==> src/rtl/ahb_seq_pkg.sv <==
// Shared state encoding and command-word field layout for the AHB instruction sequencer.
package ahb_seq_pkg;

    typedef enum logic [2:0] {
        StIdle,
        StFetch,
        StWaitD,
        StIssue,
        StWaitRsp,
        StFinish
    } seq_state_e;

    localparam int unsigned ADDR_LSB  = 16;
    localparam int unsigned RSVD_BIT  = 15;
    localparam int unsigned SIZE_LSB  = 12;
    localparam int unsigned WRITE_BIT = 11;
    localparam int unsigned BURST_LSB = 8;
    localparam int unsigned WDATA_LSB = 0;

    localparam logic [31:0] END_WORD      = 32'h0000_0000;
    localparam logic [2:0]  HBURST_SINGLE = 3'b000;
    localparam logic [2:0]  HSIZE_MAX     = 3'b010;

endpackage

==> src/rtl/ahb_instr_sequencer_if.sv <==
// Command/response channel between the sequencer and the AHB master.
interface ahb_instr_sequencer_if;

    logic        CmdValid;
    logic        CmdReady;
    logic [15:0] CmdAddr;
    logic        CmdWrite;
    logic [2:0]  CmdSize;
    logic [2:0]  CmdBurst;
    logic [7:0]  CmdWData;
    logic        RspValid;
    logic [7:0]  RspData;

    modport master (
        output CmdValid, CmdAddr, CmdWrite, CmdSize, CmdBurst, CmdWData,
        input  CmdReady, RspValid, RspData
    );

    modport slave (
        input  CmdValid, CmdAddr, CmdWrite, CmdSize, CmdBurst, CmdWData,
        output CmdReady, RspValid, RspData
    );

endinterface

==> src/rtl/ahb_cmd_decode.sv <==
// Splits a 32-bit command word into AHB transfer fields and flags END / illegal words.
module ahb_cmd_decode
    import ahb_seq_pkg::*;
(
    input  logic [31:0] word_i,
    output logic [15:0] addr_o,
    output logic [2:0]  size_o,
    output logic        write_o,
    output logic [2:0]  burst_o,
    output logic [7:0]  wdata_o,
    output logic        is_end_o,
    output logic        is_illegal_o
);

    assign addr_o  = word_i[ADDR_LSB +: 16];
    assign size_o  = word_i[SIZE_LSB +: 3];
    assign write_o = word_i[WRITE_BIT];
    assign burst_o = word_i[BURST_LSB +: 3];
    assign wdata_o = word_i[WDATA_LSB +: 8];

    assign is_end_o     = (word_i == END_WORD);
    assign is_illegal_o = word_i[RSVD_BIT] || (burst_o != HBURST_SINGLE) || (size_o > HSIZE_MAX);

endmodule

==> src/rtl/ahb_instr_sequencer.sv <==
// Fetches command words from the instruction store, issues them as single AHB transfers
// and captures read data; runs from START_PC until END, an illegal word, the last slot or Abort.
module ahb_instr_sequencer
    import ahb_seq_pkg::*;
#(
    parameter int unsigned WIDTH    = 32,
    parameter int unsigned DEPTH    = 32,
    parameter int unsigned ADDR_W   = $clog2(DEPTH),
    parameter int unsigned START_PC = 0
) (
    input  logic                  HCLK,
    input  logic                  HRESET,
    input  logic                  Start,
    input  logic                  Abort,
    output logic [ADDR_W-1:0]     InstrAddr,
    output logic                  InstrRdEn,
    input  logic [WIDTH-1:0]      InstrData,
    ahb_instr_sequencer_if.master cmd,
    output logic [7:0]            RdData,
    output logic                  Busy,
    output logic                  Done,
    output logic                  Error,
    output logic [ADDR_W:0]       CmdCount
);

    localparam logic [ADDR_W-1:0] LAST_PC = ADDR_W'(DEPTH - 1);
    localparam logic [ADDR_W:0]   CNT_MAX = (ADDR_W + 1)'(DEPTH);

    seq_state_e        state_q;
    logic [ADDR_W-1:0] pc_q;
    logic              rd_en_q;
    logic              cmd_valid_q;
    logic [15:0]       cmd_addr_q;
    logic              cmd_write_q;
    logic [2:0]        cmd_size_q;
    logic [2:0]        cmd_burst_q;
    logic [7:0]        cmd_wdata_q;
    logic [7:0]        rd_data_q;
    logic              busy_q;
    logic              done_q;
    logic              error_q;
    logic [ADDR_W:0]   cmd_count_q;
    logic              abort_pend_q;

    logic [15:0] dec_addr;
    logic [2:0]  dec_size;
    logic        dec_write;
    logic [2:0]  dec_burst;
    logic [7:0]  dec_wdata;
    logic        dec_is_end;
    logic        dec_is_illegal;

    ahb_cmd_decode u_decode (
        .word_i       (InstrData),
        .addr_o       (dec_addr),
        .size_o       (dec_size),
        .write_o      (dec_write),
        .burst_o      (dec_burst),
        .wdata_o      (dec_wdata),
        .is_end_o     (dec_is_end),
        .is_illegal_o (dec_is_illegal)
    );

    // An Abort seen at any point of the run is remembered until the next safe stop.
    logic abort_any;
    logic advance;

    assign abort_any = Abort || abort_pend_q;
    assign advance   = ((state_q == StIssue) && cmd.CmdReady && cmd_write_q) ||
                       ((state_q == StWaitRsp) && cmd.RspValid);

    always_ff @(posedge HCLK) begin
        if (HRESET) begin
            state_q      <= StIdle;
            pc_q         <= '0;
            rd_en_q      <= 1'b0;
            cmd_valid_q  <= 1'b0;
            cmd_addr_q   <= '0;
            cmd_write_q  <= 1'b0;
            cmd_size_q   <= '0;
            cmd_burst_q  <= '0;
            cmd_wdata_q  <= '0;
            rd_data_q    <= '0;
            busy_q       <= 1'b0;
            done_q       <= 1'b0;
            error_q      <= 1'b0;
            cmd_count_q  <= '0;
            abort_pend_q <= 1'b0;
        end else begin
            if ((state_q != StIdle) && Abort) abort_pend_q <= 1'b1;

            unique case (state_q)
                StIdle: begin
                    if (Start && !Abort) begin
                        pc_q         <= ADDR_W'(START_PC);
                        cmd_count_q  <= '0;
                        error_q      <= 1'b0;
                        abort_pend_q <= 1'b0;
                        rd_en_q      <= 1'b1;
                        busy_q       <= 1'b1;
                        state_q      <= StFetch;
                    end
                end
                StFetch: begin
                    rd_en_q <= 1'b0;
                    state_q <= abort_any ? StFinish : StWaitD;
                end
                StWaitD: begin
                    if (abort_any || dec_is_end) begin
                        done_q  <= !abort_any;
                        state_q <= StFinish;
                    end else if (dec_is_illegal) begin
                        error_q <= 1'b1;
                        state_q <= StFinish;
                    end else begin
                        cmd_addr_q  <= dec_addr;
                        cmd_write_q <= dec_write;
                        cmd_size_q  <= dec_size;
                        cmd_burst_q <= dec_burst;
                        cmd_wdata_q <= dec_wdata;
                        cmd_valid_q <= 1'b1;
                        state_q     <= StIssue;
                    end
                end
                StIssue: begin
                    if (cmd.CmdReady) begin
                        cmd_valid_q <= 1'b0;
                        if (cmd_count_q != CNT_MAX) cmd_count_q <= cmd_count_q + 1'b1;
                        if (!cmd_write_q) state_q <= StWaitRsp;
                    end
                end
                StWaitRsp: begin
                    if (cmd.RspValid) rd_data_q <= cmd.RspData;
                end
                StFinish: begin
                    done_q  <= 1'b0;
                    busy_q  <= 1'b0;
                    state_q <= StIdle;
                end
                default: state_q <= StIdle;
            endcase

            // Completed write handshake or read response: step to the next slot, never wrapping.
            if (advance) begin
                if (abort_any || (pc_q == LAST_PC)) begin
                    done_q  <= !abort_any && !error_q;
                    state_q <= StFinish;
                end else begin
                    pc_q    <= pc_q + 1'b1;
                    rd_en_q <= 1'b1;
                    state_q <= StFetch;
                end
            end
        end
    end

    assign InstrAddr    = pc_q;
    assign InstrRdEn    = rd_en_q;
    assign cmd.CmdValid = cmd_valid_q;
    assign cmd.CmdAddr  = cmd_addr_q;
    assign cmd.CmdWrite = cmd_write_q;
    assign cmd.CmdSize  = cmd_size_q;
    assign cmd.CmdBurst = cmd_burst_q;
    assign cmd.CmdWData = cmd_wdata_q;
    assign RdData       = rd_data_q;
    assign Busy         = busy_q;
    assign Done         = done_q;
    assign Error        = error_q;
    assign CmdCount     = cmd_count_q;

endmodule

==> src/flat_wrapper.sv <==
// flat-port wrapper written by rule: the top's interface ports become plain ports
module ahb_instr_sequencer_flat import ahb_seq_pkg::*;
#(
    parameter int unsigned WIDTH    = 32,
    parameter int unsigned DEPTH    = 32,
    parameter int unsigned ADDR_W   = $clog2(DEPTH),
    parameter int unsigned START_PC = 0
)
  (HCLK, HRESET, Start, Abort, InstrAddr, InstrRdEn, InstrData, RdData, Busy, Done, Error, CmdCount, cmd_CmdValid, cmd_CmdAddr, cmd_CmdWrite, cmd_CmdSize, cmd_CmdBurst, cmd_CmdWData, cmd_CmdReady, cmd_RspValid, cmd_RspData);
  ahb_instr_sequencer_if cmd_i ();
  input  logic HCLK;
  input  logic HRESET;
  input  logic Start;
  input  logic Abort;
  output logic [ADDR_W-1:0] InstrAddr;
  output logic InstrRdEn;
  input  logic [WIDTH-1:0] InstrData;
  output logic [7:0] RdData;
  output logic Busy;
  output logic Done;
  output logic Error;
  output logic [ADDR_W:0] CmdCount;
  output wire logic [$bits(cmd_i.CmdValid)-1:0] cmd_CmdValid;
  output wire logic [$bits(cmd_i.CmdAddr)-1:0] cmd_CmdAddr;
  output wire logic [$bits(cmd_i.CmdWrite)-1:0] cmd_CmdWrite;
  output wire logic [$bits(cmd_i.CmdSize)-1:0] cmd_CmdSize;
  output wire logic [$bits(cmd_i.CmdBurst)-1:0] cmd_CmdBurst;
  output wire logic [$bits(cmd_i.CmdWData)-1:0] cmd_CmdWData;
  input wire logic [$bits(cmd_i.CmdReady)-1:0] cmd_CmdReady;
  input wire logic [$bits(cmd_i.RspValid)-1:0] cmd_RspValid;
  input wire logic [$bits(cmd_i.RspData)-1:0] cmd_RspData;
  assign cmd_CmdValid = cmd_i.CmdValid;
  assign cmd_CmdAddr = cmd_i.CmdAddr;
  assign cmd_CmdWrite = cmd_i.CmdWrite;
  assign cmd_CmdSize = cmd_i.CmdSize;
  assign cmd_CmdBurst = cmd_i.CmdBurst;
  assign cmd_CmdWData = cmd_i.CmdWData;
  assign cmd_i.CmdReady = cmd_CmdReady;
  assign cmd_i.RspValid = cmd_RspValid;
  assign cmd_i.RspData = cmd_RspData;
  ahb_instr_sequencer #(.WIDTH(WIDTH), .DEPTH(DEPTH), .ADDR_W(ADDR_W), .START_PC(START_PC)) u_core (.HCLK(HCLK), .HRESET(HRESET), .Start(Start), .Abort(Abort), .InstrAddr(InstrAddr), .InstrRdEn(InstrRdEn), .InstrData(InstrData), .cmd(cmd_i), .RdData(RdData), .Busy(Busy), .Done(Done), .Error(Error), .CmdCount(CmdCount));
endmodule
==> config.mk <==
export PLATFORM = sky130hd
export DESIGN_NAME = ahb_instr_sequencer_flat
export DESIGN_NICKNAME = d
export VERILOG_FILES = /design/src/rtl/ahb_seq_pkg.sv /design/src/rtl/ahb_instr_sequencer_if.sv /design/src/rtl/ahb_cmd_decode.sv /design/src/rtl/ahb_instr_sequencer.sv /design/src/flat_wrapper.sv
export SDC_FILE = /design/constraint.sdc
export NUM_CORES = 1
export LEC_CHECK = 0
export CORE_ASPECT_RATIO = 1.75
export CORE_MARGIN = 2
export CORE_UTILIZATION = 46
export CTS_BUF_LIST = sky130_fd_sc_hd__clkbuf_2
export DETAILED_ROUTE_END_ITERATION = 10
export HOLD_SLACK_MARGIN = 0.06
export PLACE_DENSITY = 0.87
export SYNTH_ARGS = -nofsm -noshare
export SYNTH_HDL_FRONTEND = slang
export SYNTH_HIERARCHICAL = 1
export SYNTH_SLANG_ARGS = --single-unit
export TNS_END_PERCENT = 5
==> constraint.sdc <==
create_clock -name HCLK -period 3.86 [get_ports HCLK]
set_input_delay 1.158 -clock HCLK [delete_from_list [all_inputs] [get_ports HCLK]]
set_output_delay 1.158 -clock HCLK [all_outputs]
set_load 0.01 [all_outputs]
==> reports/results.ini <==
[timing]
timing.fmax_ghz=0.325
tightest_slew_ps=964
drv_slew=0
min_period_ps=3080
tns_ps=0
period_share=0.797
rsz0062_at_grt=no
slew_headroom=0.349
hold_viol_final=0
finClkSkew_ps=26.6
finalSetupViolations=0

[power_and_ir_drop]
p_leak_nw=1.23
vdd_drop_max_mv=0.208
power_density_nw_per_um2=308
power_mw=1.15

[critical_path]
cp_data_arrival_time_ps=3440
critical_path_buf_inv_count=2
start_kind=input port
end_kind=flop
r2r_slack_ps=1560
path_depth=7
slowest_stage=or4_4
cp_cell_sequence=clkdlybuf4s50_1 > or4_4 > a211o_1 > or4_1 > buf_4 > nand2_1 > a21oi_1
path_class=input port to flop
required_ps=4220
reg2reg_depth=4
r2r_start=u_core/state_q[2]
cpPeakStageDelay_ps=570
worstSetupStartpoint=InstrData[8]
critPathTopFamily=simple AND/OR/NAND/NOR gates
r2r-end=u_core/Done
cp_max_fo=20
worstSetupEndpoint=u_core/cmd.CmdAddr[13]

[layout]
nNetsFinal=469
syn2layout_area_growth_pct=31.8
mostFrequentLayoutCells=99 x clkdlybuf4s50_1, 84 x nand2_1, 59 x dfxtp_1
final_area_um2=3730
diodes=0
drive_gt1_frac=0.0708
final_common_cell=clkdlybuf4s50_1
fin_cells=502

[place]
place_area_um2=3620
portBuffers=100
place_hpwl_mm=5.61
place_congestion=0.826
dp_cells=486

[synthesis]
yosys.cell_types.count=48
syn_nets=408
ys_seq_elements=59
syn_area_per_cell_um2=7.92
netlist_area_um2=2830
synth_edf_count=0
synthArstFlopShare=0
yosysWarnings=6
ys_seq_area_frac=0.417
synth_ff_type=dfxtp_1
syn_inst=358

[die]
dieArea_um2=6830
rows=37
die_w_um=63.3
core_um2=5930
ios=101
start_util=0.478
fp.dieH_um=108

[drt]
wl_met3_um=428
drt_iter0_markers=176
post_drt_wl_per_cell_um=14.9
drc_errors=0
wl_met2_mm=4.11
drt_wl_total_mm=7.50
drtAntennaViolNets=0
first_pass_iters=5
wl_met1_mm=2.70
topRoutingLayerUsed=met4
vias=2683
viasPerCell=5.34

[clock_network]
clockRootBuffer=clkbuf_2
cts_max_level=3
cts_made_buffers=9
cts_buffer_depth=2
clock-sinks=59
cts_tree=done
cts_hold_buf=0
clk_latency_ps=490
cts_resized=0
clkSlewWorstSetupHoldPaths_ps=180
post_cts_buffers=0

[job]
max_cap_viol_count=0

[worst_hold_path]
hold_path_class=flop to flop
hold_path_depth=2

[grt]
grt_first_pass_wirelength_mm=11.8
track_usage=0.222
antenna_found_initial=0
overflow=0
grt_max_degree=43
grt_pass1_vias=2550

[status]
status=complete, no violations

layer usage:
metal,global-route usage,up-vias
li1,-,1328
met3,0.0523,21
met2,0.414,112
met5,0,-
met1,0.218,1222
met4,0.130,0
worst min-delay path by stage:
stage | startpoint | to
2_1_floorplan | u_core/abort_pend_q | u_core/abort_pend_q
6_report | u_core/cmd.CmdWData[5] | u_core/cmd.CmdWData[5]
3_5_place_dp | u_core/cmd.CmdAddr[13] | u_core/cmd.CmdAddr[13]
3_3_place_gp | u_core/cmd.CmdAddr[10] | u_core/cmd.CmdAddr[10]
5_1_grt | u_core/RdData[0] | u_core/RdData[0]
4_1_cts | u_core/RdData[0] | u_core/RdData[0]
metrics by stage:
stage / hold WS, ps / util / setup slack (ps)
after floorplan: 467 / - / 819
after global placement: 441 / 0.611 / 368
after detailed placement: 448 / 0.611 / 303
after CTS: 470 / 0.630 / 827
after global routing: 488 / 0.630 / 646
final: 469 / 0.630 / 784
state kept, by name, indices dropped and copies added, names as in the netlist, 3 cells and up:
register and cells:
u_core/state_q 3, u_core/InstrAddr 5, u_core/CmdCount 6, u_core/RdData 8
u_core/cmd.CmdBurst 3, u_core/cmd.CmdSize 3, u_core/cmd.CmdAddr 16, u_core/cmd.CmdWData 8
cell type report:
class / count / area, µm²
fillers: 555 / 2190
multi-input cells: 238 / 1290
flip-flops and latches: 59 / 1180
repair buffers: 105 / 1030
well taps: 78 / 97.6
clock inverters: 7 / 66.3
clock buffers: 9 / 45.0
inverters: 6 / 22.5
cells by family (layout without fill, tap and decap cells):
| logic type | after synthesis | after routing | share of synthesized area |
|---|---|---|---|
| buffers and inverters | 61 | 127 | 0.131 |
| muxes | 1 | 1 | 0.00353 |
| adders and majority gates | 4 | 4 | 0.0177 |
| DFF | 59 | 59 | 0.417 |
| xor gates and xnor gates | 3 | 3 | 0.00927 |
| and+or+nand+nor | 145 | 145 | 0.245 |
| AOI/OAI and AO/OA | 85 | 85 | 0.177 |
cell usage after synthesis, types with 2 or more instances:
master | n | area [µm²]
a211o_1 | 2 | 17.5
a211oi_1 | 3 | 22.5
a21oi_1 | 53 | 265
a31oi_1 | 3 | 18.8
and3_1 | 2 | 12.5
buf_2 | 8 | 40.0
buf_4 | 31 | 233
buf_6 | 2 | 22.5
clkbuf_1 | 13 | 48.8
dfxtp_1 | 59 | 1180
ha_1 | 4 | 50.1
inv_1 | 6 | 22.5
nand2_1 | 84 | 315
nand2b_1 | 4 | 25.0
nand3_1 | 11 | 55.1
nand4_1 | 3 | 18.8
nand4b_1 | 2 | 17.5
nor2_1 | 11 | 41.3
nor2b_1 | 2 | 12.5
nor3_1 | 3 | 15.0
nor4_1 | 7 | 43.8
o211ai_1 | 5 | 37.5
o21ai_0 | 9 | 45.0
or3_1 | 3 | 18.8
or4_1 | 2 | 15.0
or4_4 | 2 | 22.5
xnor2_1 | 3 | 26.3
worst register-to-register path, cell delays in order (launching register included):
cell and delay [ps]:
dfxtp_1 740, nor2b_1 190, a41oi_1 820, o21ai_0 210, a211oi_1 260
power by group:
part / internal [mW] / switching (mW)
Sequential: 0.619 / 0.0148
Clock: 0.146 / 0.232
Combinational: 0.0752 / 0.0654
Power figures use the tool's default switching activity.
